<file path="config.mk">
export PLATFORM = sky130hd
export DESIGN_NAME = keypad_scan_sequencer
export DESIGN_NICKNAME = d
export VERILOG_FILES = /design/src/rtl/keypad_pkg.sv /design/src/rtl/keypad_event_picker.sv /design/src/rtl/keypad_scan_sequencer.sv
export SDC_FILE = /design/constraint.sdc
export NUM_CORES = 1
export LEC_CHECK = 0
export CORE_ASPECT_RATIO = 0.9
export CORE_UTILIZATION = 54
export CTS_BUF_LIST = sky130_fd_sc_hd__clkbuf_4 sky130_fd_sc_hd__clkbuf_8
export DETAILED_ROUTE_END_ITERATION = 8
export PLACE_DENSITY = 0.88
export SLEW_MARGIN = 15
export SYNTH_ARGS = -nofsm -noshare
export SYNTH_HDL_FRONTEND = slang
export SYNTH_SLANG_ARGS = --single-unit
</file>
<file path="constraint.sdc">
create_clock -name clk -period 1.8 [get_ports clk]
set_input_delay 0.54 -clock clk [delete_from_list [all_inputs] [get_ports clk]]
set_output_delay 0.54 -clock clk [all_outputs]
set_load 0.1 [all_outputs]
</file>
<file path="src/rtl/keypad_pkg.sv">
// keypad_pkg
// Shared definitions for the 4x4 keypad scan sequencer: matrix geometry,
// scan FSM state encoding, key code type, the idle column drive pattern
// and the lowest-index priority encoder used by the event picker.
package keypad_pkg;

    localparam int N_COLS = 4;
    localparam int N_ROWS = 4;
    localparam int N_KEYS = 16;

    typedef enum logic [1:0] {
        DRIVE   = 2'd0,
        SAMPLE  = 2'd1,
        COMPARE = 2'd2
    } scan_state_t;

    // Key code layout is {col[1:0], row[1:0]}, which equals the bit index
    // of the key in the 16-bit matrix masks.
    typedef logic [3:0] key_code_t;

    // All columns released (active-low drive).
    localparam logic [N_COLS-1:0] COL_IDLE = 4'b1111;

    // Index of the lowest set bit; returns 0 for an empty mask, so callers
    // must qualify the result with a non-empty test.
    function automatic key_code_t lowest_index(input logic [N_KEYS-1:0] mask);
        key_code_t idx;
        idx = '0;
        for (int i = N_KEYS - 1; i >= 0; i--) begin
            if (mask[i]) idx = key_code_t'(i);
        end
        return idx;
    endfunction

endpackage

</file>
<file path="src/rtl/keypad_event_picker.sv">
// keypad_event_picker
// Holds the pending press (and optionally release) masks, picks the
// lowest-index pending key and presents it on a valid/ack output register.
//
// Optional build macro: KEYPAD_RELEASE_EVT_EN
//   defined   - release edges are tracked in a second pending mask and are
//               reported (key_rel=1) after all pending presses.
//   undefined - only presses are reported; key_rel is held at 0.
//
// Ports:
//   clk, rst_n   clock, asynchronous active-low reset
//   load         debounced matrix accepted this cycle; merge the set masks
//   press_set    keys that went from released to held at this acceptance
//   rel_set      keys that went from held to released at this acceptance
//   key_ack      consumer accepts the event when key_valid && key_ack
//   key_valid    event available
//   key_code     index of the event key, stable while key_valid
//   key_rel      event is a release
module keypad_event_picker
    import keypad_pkg::*;
(
    input  logic              clk,
    input  logic              rst_n,
    input  logic              load,
    input  logic [N_KEYS-1:0] press_set,
    input  logic [N_KEYS-1:0] rel_set,
    input  logic              key_ack,
    output logic              key_valid,
    output key_code_t         key_code,
    output logic              key_rel
);

    logic [N_KEYS-1:0] pending;
    logic [N_KEYS-1:0] press_clr;
    logic              have_press;
    logic              have_any;
    logic              take;
    key_code_t         pick_code;
    logic              pick_rel;

`ifdef KEYPAD_RELEASE_EVT_EN
    logic [N_KEYS-1:0] rel_pending;
    logic [N_KEYS-1:0] rel_clr;
`else
    logic unused_rel;
    assign unused_rel = ^rel_set;
`endif

    // The output register is free to take a new event when it is empty or
    // its current event is being acknowledged this cycle; this gives
    // back-to-back events without a bubble.
    assign take = !key_valid || key_ack;

    always_comb begin
        have_press = |pending;
        press_clr  = '0;
`ifdef KEYPAD_RELEASE_EVT_EN
        rel_clr  = '0;
        have_any = have_press || (|rel_pending);
        // Presses always win over releases; within a class, lowest index.
        if (have_press) begin
            pick_code = lowest_index(pending);
            pick_rel  = 1'b0;
        end else begin
            pick_code = lowest_index(rel_pending);
            pick_rel  = 1'b1;
        end
        if (take && have_any) begin
            if (have_press) press_clr[pick_code] = 1'b1;
            else            rel_clr[pick_code]   = 1'b1;
        end
`else
        have_any  = have_press;
        pick_code = lowest_index(pending);
        pick_rel  = 1'b0;
        if (take && have_any) press_clr[pick_code] = 1'b1;
`endif
    end

    // Clear-then-merge: a key accepted again while still pending simply
    // stays set, so there are no duplicates and nothing can overflow.
    always_ff @(posedge clk or negedge rst_n) begin
        if (!rst_n) begin
            pending <= '0;
        end else begin
            pending <= (pending & ~press_clr) | (load ? press_set : '0);
        end
    end

`ifdef KEYPAD_RELEASE_EVT_EN
    always_ff @(posedge clk or negedge rst_n) begin
        if (!rst_n) begin
            rel_pending <= '0;
        end else begin
            rel_pending <= (rel_pending & ~rel_clr) | (load ? rel_set : '0);
        end
    end
`endif

    always_ff @(posedge clk or negedge rst_n) begin
        if (!rst_n) begin
            key_valid <= 1'b0;
            key_code  <= '0;
            key_rel   <= 1'b0;
        end else if (take) begin
            if (have_any) begin
                key_valid <= 1'b1;
                key_code  <= pick_code;
                key_rel   <= pick_rel;
            end else begin
                key_valid <= 1'b0;
            end
        end
    end

endmodule

</file>
<file path="src/rtl/keypad_scan_sequencer.sv">
// keypad_scan_sequencer
// Scans a 4x4 keypad column by column (active-low column drive), samples
// the synchronized row lines, debounces the whole 16-key matrix once per
// scan and hands press events to the game logic one at a time over a
// valid/ack handshake. Scan period is 4*(SETTLE_CYCLES+1)+1 cycles.
//
// Optional build macro: KEYPAD_RELEASE_EVT_EN (release events, see
// keypad_event_picker).
//
// Ports:
//   clk        system clock, rising edge
//   rst_n      asynchronous active-low reset
//   col_n      column drive, active-low one-hot, 4'b1111 while comparing
//   row        raw asynchronous row lines, active-high
//   key_valid  event available
//   key_code   {col, row} of the event, stable while key_valid
//   key_rel    event is a release (0 unless KEYPAD_RELEASE_EVT_EN)
//   key_ack    event accepted when key_valid && key_ack at a rising edge
//   key_state  debounced matrix, bit col*4+row
module keypad_scan_sequencer
    import keypad_pkg::*;
#(
    parameter int SETTLE_CYCLES  = 1000,
    parameter int DEBOUNCE_SCANS = 4,
    parameter int CNT_W          = 16
) (
    input  logic              clk,
    input  logic              rst_n,
    output logic [N_COLS-1:0] col_n,
    input  logic [N_ROWS-1:0] row,
    output logic              key_valid,
    output key_code_t         key_code,
    output logic              key_rel,
    input  logic              key_ack,
    output logic [N_KEYS-1:0] key_state
);

    // The stability counter only needs to reach DEBOUNCE_SCANS-1, the
    // acceptance threshold, so it saturates there.
    localparam int STAB_W = (DEBOUNCE_SCANS > 1) ? $clog2(DEBOUNCE_SCANS) : 1;
    localparam logic [STAB_W-1:0] STAB_MAX    = STAB_W'(DEBOUNCE_SCANS - 1);
    localparam logic [CNT_W-1:0]  SETTLE_LAST = CNT_W'(SETTLE_CYCLES - 1);

    scan_state_t       state, state_nx;
    logic [1:0]        col, col_nx;
    logic [CNT_W-1:0]  cnt, cnt_nx;
    logic [N_ROWS-1:0] row_s1, row_s2;
    logic [N_KEYS-1:0] raw, prev_raw;
    logic [STAB_W-1:0] stable_cnt, stable_nx;
    logic              accept;
    logic [N_KEYS-1:0] press_set, rel_set;

    // Two-flop synchronizer; the settle time covers its latency.
    always_ff @(posedge clk or negedge rst_n) begin
        if (!rst_n) begin
            row_s1 <= '0;
            row_s2 <= '0;
        end else begin
            row_s1 <= row;
            row_s2 <= row_s1;
        end
    end

    always_ff @(posedge clk or negedge rst_n) begin
        if (!rst_n) begin
            state <= DRIVE;
            col   <= '0;
            cnt   <= '0;
        end else begin
            state <= state_nx;
            col   <= col_nx;
            cnt   <= cnt_nx;
        end
    end

    always_comb begin
        state_nx = state;
        col_nx   = col;
        cnt_nx   = cnt;
        col_n    = COL_IDLE;
        if (state != COMPARE) col_n[col] = 1'b0;

        case (state)
            DRIVE: begin
                if (cnt == SETTLE_LAST) begin
                    state_nx = SAMPLE;
                    cnt_nx   = '0;
                end else begin
                    cnt_nx = cnt + 1'b1;
                end
            end
            SAMPLE: begin
                cnt_nx = '0;
                if (col == 2'd3) begin
                    state_nx = COMPARE;
                end else begin
                    col_nx   = col + 1'b1;
                    state_nx = DRIVE;
                end
            end
            COMPARE: begin
                col_nx   = '0;
                cnt_nx   = '0;
                state_nx = DRIVE;
            end
            default: begin
                col_nx   = '0;
                cnt_nx   = '0;
                state_nx = DRIVE;
            end
        endcase
    end

    // Debounce: a matrix is accepted once it has repeated unchanged for
    // DEBOUNCE_SCANS consecutive scans.
    always_comb begin
        if (raw == prev_raw) begin
            stable_nx = (stable_cnt == STAB_MAX) ? stable_cnt : stable_cnt + 1'b1;
        end else begin
            stable_nx = '0;
        end
        accept    = (state == COMPARE) && (stable_nx >= STAB_MAX);
        press_set = raw & ~key_state;
        rel_set   = key_state & ~raw;
    end

    always_ff @(posedge clk or negedge rst_n) begin
        if (!rst_n) begin
            raw        <= '0;
            prev_raw   <= '0;
            stable_cnt <= '0;
            key_state  <= '0;
        end else begin
            if (state == SAMPLE) begin
                raw[{col, 2'b00} +: N_ROWS] <= row_s2;
            end
            if (state == COMPARE) begin
                stable_cnt <= stable_nx;
                prev_raw   <= raw;
                if (accept) key_state <= raw;
            end
        end
    end

    keypad_event_picker u_picker (
        .clk       (clk),
        .rst_n     (rst_n),
        .load      (accept),
        .press_set (press_set),
        .rel_set   (rel_set),
        .key_ack   (key_ack),
        .key_valid (key_valid),
        .key_code  (key_code),
        .key_rel   (key_rel)
    );

endmodule

</file>
* After elaboration in Yosys (flattened, before gate mapping)
Index checks and enable logic that the tools add are counted.
** Cells by class
- Order comparisons :: 5
- Bitwise logic cells :: 7
- Equality and inequality tests :: 9
- Shift operators :: 2
- Mux-type cells :: 34
- Reductions and logical operators :: 11
- Add/sub/neg operators :: 4
** Operators with widths (number)
- $mux W4 :: 17
- $mux W16 :: 4
- $and A16 B16 Y16 :: 2
- $not A16 Y16 :: 2
- $add A16 B1 Y16 const B :: 1
- $bwmux W16 :: 1
- $eq A16 B10 Y1 const B :: 1
- $eq A16 B16 Y1 :: 1
- $or A16 B16 Y16 :: 1
- $reduce_or A16 Y1 :: 1
- $shift A4 B6 Y16 const A :: 1
- $shiftx A4 B6 Y16 :: 1
- $mux W2 :: 5
- $pmux W2 S2 :: 2
- $eq A2 B2 Y1 const B :: 3
- $ne A2 B2 Y1 const B :: 3
- $neg A4 Y6 :: 1
- $reduce_and A2 Y1 :: 3
- $lt A4 B5 Y1 const B :: 1
- $add A2 B1 Y2 const B :: 2
- $demux W1 S4 :: 1
- $ge A4 B1 Y1 const B :: 1
- $logic_and A1 B1 Y1 :: 4
- $not A4 Y4 :: 1
- 10 further kinds :: 12
** Word-level totals
- Input port bits :: 7
- Output and inout bits :: 26
- Word-level logic and storage cells :: 84
- Flip-flop bits (word level) :: 99

* Depth between registers and ports, before layout
Gate-level depths: netlist (run 1).
- Word-level depth :: 24
- Depth in mapped cells :: 7
- Depth with buffers taken out :: 7

* Hierarchy
Synthesis (run 1) repeated with hierarchy kept, for this count alone.
** Unflattened totals
- Cells, all modules :: 442
- Area, all modules :: 4695.8 um^2
** Modules (own cells, without submodules)
- keypad_scan_sequencer :: area an instance 3444.6 um^2, times used 1, cells an instance 314, seq. area each 1951.9 um^2
- keypad_event_picker :: area an instance 1251.2 um^2, times used 1, cells an instance 128, seq. area each 525.5 um^2

* Worst setup path before layout (run 1)
No wires, ideal clock.
- Path kind :: register to output
- Start :: register state[0]
- End :: output col_n[0]
- Cell stages (with the launch flop) :: 4
- Data arrival time :: 1478 ps
- Path slack :: -218 ps
- Data required time :: 1260 ps
- Buffers on the path :: 1
- Cells stage by stage :: dfrtp_1 > nand2b_1 > clkbuf_1 > nand2_1
** Between the ends
- Cells in the longest elaborated chain, start to end :: 2
** RTL lines
- start, declared :: line keypad_scan_sequencer.sv:44 : scan_state_t state, state_nx;
- start signal, assigned :: line keypad_scan_sequencer.sv:70 : state <= state_nx;
- $ne A2 B2 Y1 :: line keypad_scan_sequencer.sv:81 : if (state != COMPARE) col_n[col] = 1'b0;
- $mux W4 :: line keypad_scan_sequencer.sv:81
- end, declared :: line keypad_scan_sequencer.sv:29 : output logic [N_COLS-1:0] col_n,
No other way between the ends.

* Worst setup path in the final report (run 1)
- Start :: register prev_raw[9]
- End :: register key_state[6]
** Between the ends
- Cells in the longest elaborated chain, start to end :: 5
** RTL lines
- start, declared :: line keypad_scan_sequencer.sv:48 : logic [N_KEYS-1:0] raw, prev_raw;
- start signal, assigned :: line keypad_scan_sequencer.sv:139 : prev_raw <= raw;
- $eq A16 B16 Y1 :: line keypad_scan_sequencer.sv:117 : if (raw == prev_raw) begin
- $mux W2 :: line keypad_scan_sequencer.sv:117
- $ge A2 B2 Y1 :: line keypad_scan_sequencer.sv:122 : accept = (state == COMPARE) && (stable_nx >= STAB_MAX);
- $logic_and A1 B1 Y1 :: line keypad_scan_sequencer.sv:122
- $reduce_and A2 Y1 (no line)
- end signal, assigned :: line keypad_scan_sequencer.sv:140 : if (accept) key_state <= raw;
- end, declared :: line keypad_scan_sequencer.sv:35 : output logic [N_KEYS-1:0] key_state
No other way between the ends.
A chain may end at the register's enable or synchronous reset.

==> reports/results.txt, run 1 <==
Synth Register Bits: 99
Crit path launch type: flop
Max Fclk: 0.516 GHz
Worst-Skew Late Latency: 0.36 ns
Setup WS post-layout: -0.139 ns
Post-synth ARST share: 1.00
First-pass DRT Iterations: 5
Slew Limit Fails: 0
Die W: 96.8 microns
Antenna cells: 0
GP Congestion: 1.01
Post-layout util: 0.775
Final TNS setup: -3.05 ns
Overflow after GRT: 0
Core ar.: 0.00769 sq mm
Worst Hold Class: in -> async
Final Non-Filler Cells: 609
Switch Pwr: 0.00243 W
Synth cell count leaders: dfrtp_1 (99), nand2_1 (74), nor2_1 (40), o21ai_0 (32), xnor2_1 (22)
Final setup vio count: 35
Clock skew: 0.0134 ns
H-tree lvl count: 3
FF-to-FF setup slack: -0.14 ns
Worst-path clk slew: 0.10 ns
Final Hold Vio Count: 0
Initial core utilization: 0.567
CTS Buf Count: 9
Detailed-route DRC error count: 0
Tcrit/Tclk final: 1.08
Clk pwr share: 0.220
Pwr Density: 1090 mW/mm^2
Crit path DAT: 2.18 ns
Remaining antenna violation count: 0
Net count, final: 522
Failing checks: negative setup slack
Setup CP Type: reg -> reg
Max_cap viols: 0
Register area share after synthesis: 0.567
Vias in the first global route: 3699
Synth Instances: 416
Dpl cells: 577
Global Route Usage Sum: 0.278
Synth Warn #: 0
Sequential Power Share: 0.407
Die ar.: 0.00845 sq mm
Post-DP HPWL: 7320 microns
Synth area leader: dfrtp_1
Cell-internal power: 0.00407 W
Most used DFF post-synth: dfrtp_1
Crit path from: prev_raw[9]
Hold_buf cts: 0
Hold WS: 0.124 ns
Yosys cell types: 40
Unrepaired setup endpoints after global routing: true
Synth Area per Inst: 10.5 sq um
Largest net degree at the start of global routing: 35
Area contributors post-synth: dfrtp_1 (57%), nand2_1 (6.4%), xnor2_1 (4.4%), mux2_2 (3.9%), o21ai_0 (3.7%)
CTS Sinks: 99
Initial antenna violation count: 0
# IOs: 33
Post-DR wirelength/cell: 19.6 microns
DRT Wirelength: 11900 microns
Status: complete, but fails checks
RR Endpoint: key_state[6]
Combinational share of power: 0.373
Cell area after synthesis: 0.00437 sq mm
CP required: 2.04 ns
CTS tree: built
Area grow syn2layout: 36.6%
Drt via density: 6.10
Static leakage: 2.74 nW
Peak supply drop: 603 uV
Top-count cell post-synth: dfrtp_1
Number of port buffers: 31
# rows: 30
Crit Reg-Reg Startpoint: prev_raw[9]
CTS Root Cell: clkbuf_8
DIE HEIGHT: 87.3 microns
Post-synth EDFFs: 0
R2r worst-path depth: 6
Layout cell share with drive strength beyond 1: 0.310
Place WS: -0.131 ns
Minimum clock period: 1.94 ns
Switching share of total power: 0.374
CTS Buffer Depth: 2
CP Max Fanout: 34
Synth Net Count: 429
Iter 0 DRT Violations: 382
Synth top area share: 0.567
Via count: 3717
First-pass GRT wire length: 18100 microns
Crit path capture type: flop
timing repair:
action,CTS,global route
pin swaps,6,10
setup endpoints to repair,33,64
gates resized for setup,24,45
setup buffers,9,8
cell type report:
class	instances	area, sq um
Multi-Input combinational cell	301	2080
Clock inverter	5	62.6
Clock buffer	10	131
Fill cell	408	1730
Tap cell	96	120
Timing Repair Buffer	91	1060
Inverter	7	28.8
Sequential cell	99	2480
cells by family after synthesis:
family	after synthesis	share of synthesized area
AOI/OAI and AO/OA	70	0.104
xor gates and xnor gates	31	0.0622
adders and majority gates	6	0.0172
buffers and inverters	16	0.0155
DFF	99	0.567
muxes	15	0.0387
other	1	0.000859
and+or+nand+nor	178	0.194
placed cells by master, fill, tap and decap left out, types with 3 or more instances in the layout:
master           instances
nand2_1                 69
nand2b_4                 3
mux2_2                  15
inv_1                    5
nor2_1                  39
nand2b_1                16
nand4_1                  5
clkbuf_8                 9
nor2b_1                  5
clkdlybuf4s50_1          5
nor4_1                   5
nand2_4                  4
buf_12                  28
o21ai_0                 17
dfrtp_1                 98
xnor2_1                 19
nand3_1                 11
a21oi_1                  8
buf_6                    3
xor2_1                   9
ha_4                     4
xnor2_2                  3
o21ai_1                 10
buf_4                   55
o21ai_2                  6
a22o_1                  16
worst max-delay path by stage:
| stage | end | slack, ns | cells past startpoint |
|---|---|---|---|
| 2_1_floorplan | col_n[0] | -0.22 | 3 |
| 3_3_place_gp | u_picker.pending[4] | -0.06 | 6 |
| 3_5_place_dp | u_picker.pending[4] | -0.13 | 6 |
| 4_1_cts | key_state[6] | -0.12 | 6 |
| 5_1_grt | key_state[6] | -0.17 | 6 |
| 6_report | key_state[6] | -0.14 | 6 |
metal layers:
layer,vias up,part of all wire,track usage
li1,1614,-,-
met3,54,0.059,0.0586
met4,0,0.036,0.140
met5,-,0,0
met2,215,0.54,0.492
met1,1834,0.37,0.326
registers in the layout, indices dropped and copies added (netlist names):
signal	count
key_state	16
cnt	16
u_picker.key_code	4
u_picker.key_valid	1
raw	16
prev_raw	16
u_picker.pending	16
state	2
row_s2	4
stable_cnt	2
row_s1	4
col	2
power groups by stage:
stage               Sequential [W]  Combinational, W  Clock (W)
floorplan                  0.00287          0.000839          0
global placement           0.00260           0.00178          0
detailed placement         0.00262           0.00185          0
CTS                        0.00259           0.00203    0.00144
global route               0.00266           0.00255    0.00154
finish                     0.00264           0.00243    0.00143
worst max-delay path, cell delays in order, from the launching register on:
cell	delay, ns
dfrtp_1	0.43
xnor2_2	0.22
nand4_1	0.19
nor4_4	0.36
nand3_2	0.13
buf_12	0.19
mux2_2	0.29
metrics by stage:
| step | instance area, sq um | total power [W] |
|---|---|---|
| 3_3_place_gp | 5370 | 0.00438 |
| 2_1_floorplan | 4370 | 0.00371 |
| 5_1_grt | 5960 | 0.00675 |
| 3_5_place_dp | 5370 | 0.00447 |
| 6_report | 5960 | 0.00650 |
| 4_1_cts | 5720 | 0.00607 |
Note: power is estimated with default switching activity, not from simulation.
==> inputs of run 2 (changes only) <==
--- a/config.mk
+++ b/config.mk
@@ -5,6 +5,8 @@
 export SDC_FILE = /design/constraint.sdc
 export NUM_CORES = 1
 export LEC_CHECK = 0
+export ABC_CLOCK_PERIOD_IN_PS = 1800
+export CAP_MARGIN = 20
 export CORE_ASPECT_RATIO = 0.9
 export CORE_UTILIZATION = 54
 export CTS_BUF_LIST = sky130_fd_sc_hd__clkbuf_4 sky130_fd_sc_hd__clkbuf_8
==> results of run 2 <==
Same layout as run 1: the final DEF is identical, and so are final timing and power.
==> inputs of run 3 (changes only) <==
--- a/config.mk
+++ b/config.mk
@@ -5,13 +5,13 @@
 export SDC_FILE = /design/constraint.sdc
 export NUM_CORES = 1
 export LEC_CHECK = 0
-export ABC_CLOCK_PERIOD_IN_PS = 1800
+export ABC_CLOCK_PERIOD_IN_PS = 1970
 export CAP_MARGIN = 20
 export CORE_ASPECT_RATIO = 0.9
-export CORE_UTILIZATION = 54
+export CORE_UTILIZATION = 60
 export CTS_BUF_LIST = sky130_fd_sc_hd__clkbuf_4 sky130_fd_sc_hd__clkbuf_8
 export DETAILED_ROUTE_END_ITERATION = 8
-export PLACE_DENSITY = 0.88
+export PLACE_DENSITY = 0.93
 export SLEW_MARGIN = 15
 export SYNTH_ARGS = -nofsm -noshare
 export SYNTH_HDL_FRONTEND = slang
==> constraint.sdc (replaced) <==
create_clock -name clk -period 1.97 [get_ports clk]
set_input_delay 0.591 -clock clk [delete_from_list [all_inputs] [get_ports clk]]
set_output_delay 0.591 -clock clk [all_outputs]
set_load 0.1 [all_outputs]
==> run 3 against run 2 <==
The run still ends with negative setup slack left. Combinational power shrank 25%. Critical endpoint is now col_n[2]. Cell count down 4.1%. Non-clock buffer count is 23 lower. Register-to-register slack better by 0.14 ns. Clock power about the same. Power shrank 13%. Critical path depth shrank 2.
==> reports/results.txt, run 3 (synthesis results as in run 1) <==
Status: complete, but fails checks
Failing checks: negative setup slack
Setup CP Type: reg -> out
CP required: 1.38 ns
Static leakage: 2.59 nW
Global Route Usage Sum: 0.285
Setup WS post-layout: -0.00698 ns
First-pass DRT Iterations: 4
Slew Limit Fails: 0
Die ar.: 0.00762 sq mm
Max Fclk: 0.506 GHz
Post-layout util: 0.803
Crit path DAT: 1.39 ns
Worst-Margin Slew: 0.605 ns
Rel. slew slack: 0.593
Number of port buffers: 31
CTS Buffer Depth: 2
Metal1 wirelength: 4040 microns
Initial antenna violation count: 0
Unrepaired setup endpoints after global routing: true
Core ar.: 0.00704 sq mm
Most frequent cells in the layout: dfrtp_1 (94), nand2_1 (71), nor2_1 (39), buf_4 (34)
Via count: 3485
Hold_buf cts: 0
First-pass GRT wire length: 16500 microns
Worst-Skew Late Latency: 0.37 ns
WL met3: 594 microns
Iter 0 DRT Violations: 218
Crit path capture type: primary output
Final setup vio count: 1
Largest net degree at the start of global routing: 35
Detailed-route DRC error count: 0
CTS Sinks: 99
Post-DR wirelength/cell: 17.9 microns
Drt via density: 5.97
Area grow syn2layout: 29.5%
Final Hold Vio Count: 0
Final Non-Filler Cells: 584
# IOs: 33
Dpl cells: 557
CTS tree: built
Tcrit/Tclk final: 1.00
Max_cap viols: 0
Overflow after GRT: 0
CTS Root Cell: clkbuf_8
Top layer in use: met4
Die W: 91.9 microns
CP Max Fanout: 6
Peak supply drop: 654 uV
Initial core utilization: 0.620
CTS Buf Count: 9
Pwr Density: 998 mW/mm^2
DRT Wirelength: 10500 microns
Post-DP HPWL: 7220 microns
Remaining antenna violation count: 0
# rows: 29
Vias in the first global route: 3452
Layout cell share with drive strength beyond 1: 0.248
Crit path launch type: flop
Commonest non-fill, non-tap cell in the layout: dfrtp_1
Antenna cells: 0
H-tree lvl count: 3
Routed wl met2: 5430 microns
Net count, final: 499
DIE HEIGHT: 82.9 microns
Clock skew: 0.00831 ns
Minimum clock period: 1.98 ns
GP Congestion: 0.946
Worst Hold Class: in -> async
Worst-path clk slew: 0.10 ns
[run 3: cell types whose count changed in the layout (fill, tap and decap cells not counted), sizes merged]
cell	previous run	this run
buf	86	63
clkinvlp	1	2
bufinv	1	2
clkbuf	10	9
[run 3: cell type report]
class,count,area (sq um)
sequential,99,2480
multi-input combinational,301,1910
fill,410,1390
timing repair buffer,68,886
clock buffer,9,124
tap,93,116
clock inverter,7,100
inverter,7,28.8
[run 3: worst paths after layout]
| kind | slack (ns) | to | start | depth (start not counted) |
|---|---|---|---|---|
| worst max-delay path | -0.007 | col_n[2] | col[0] | 4 |
| worst min-delay path | 0.17 | u_picker.key_code[3] | rst_n | 1 |
| worst max register to register | 0 | raw[14] | col[0] | 7 |
| worst min register to register | 0.36 | row_s2[1] | row_s1[1] | 0 |
| max in group asynchronous | 1.22 | col[0] | rst_n | 2 |
| min in group clk | 0.36 | row_s2[1] | row_s1[1] | 0 |
[run 3: report_power, final]
| part | internal (W) | switching [W] |
|---|---|---|
| sequential | 0.00219 | 0.000193 |
| combinational | 0.000714 | 0.00111 |
| clock | 0.000726 | 0.000716 |
[run 3: critical path, cell delays in order, from the launching register on]
cell and delay [ns]:
dfrtp_2 0.48, inv_4 0.10, ha_2 0.20, nand2_2 0.07, buf_12 0.17
[run 3: routing by layer]
layer,up-vias,track usage
li1,1565,-
met1,1739,0.344
met2,143,0.491
met3,38,0.0604
met4,0,0.131
met5,-,0
[run 3: through the flow]
step           instance area (sq um)  hold WS (ns)  setup slack [ns]   TNS, ns  total power, W
2_1_floorplan                   4370         0.295           -0.0990    -0.396         0.00338
3_3_place_gp                    5250         0.333           -0.0350   -0.0614         0.00388
3_5_place_dp                    5250         0.337           -0.0929    -0.216         0.00398
4_1_cts                         5540         0.171          -0.00523  -0.00523         0.00545
5_1_grt                         5650         0.190           -0.0788     -1.12         0.00587
6_report                        5650         0.171          -0.00698  -0.00698         0.00564
[run 3: repair_timing]
action	in CTS	in global routing
gates cloned	0	0
endpoints found under the setup margin	5	31
resized for setup	13	17
buffers inserted	4	7
pin swaps	0	6
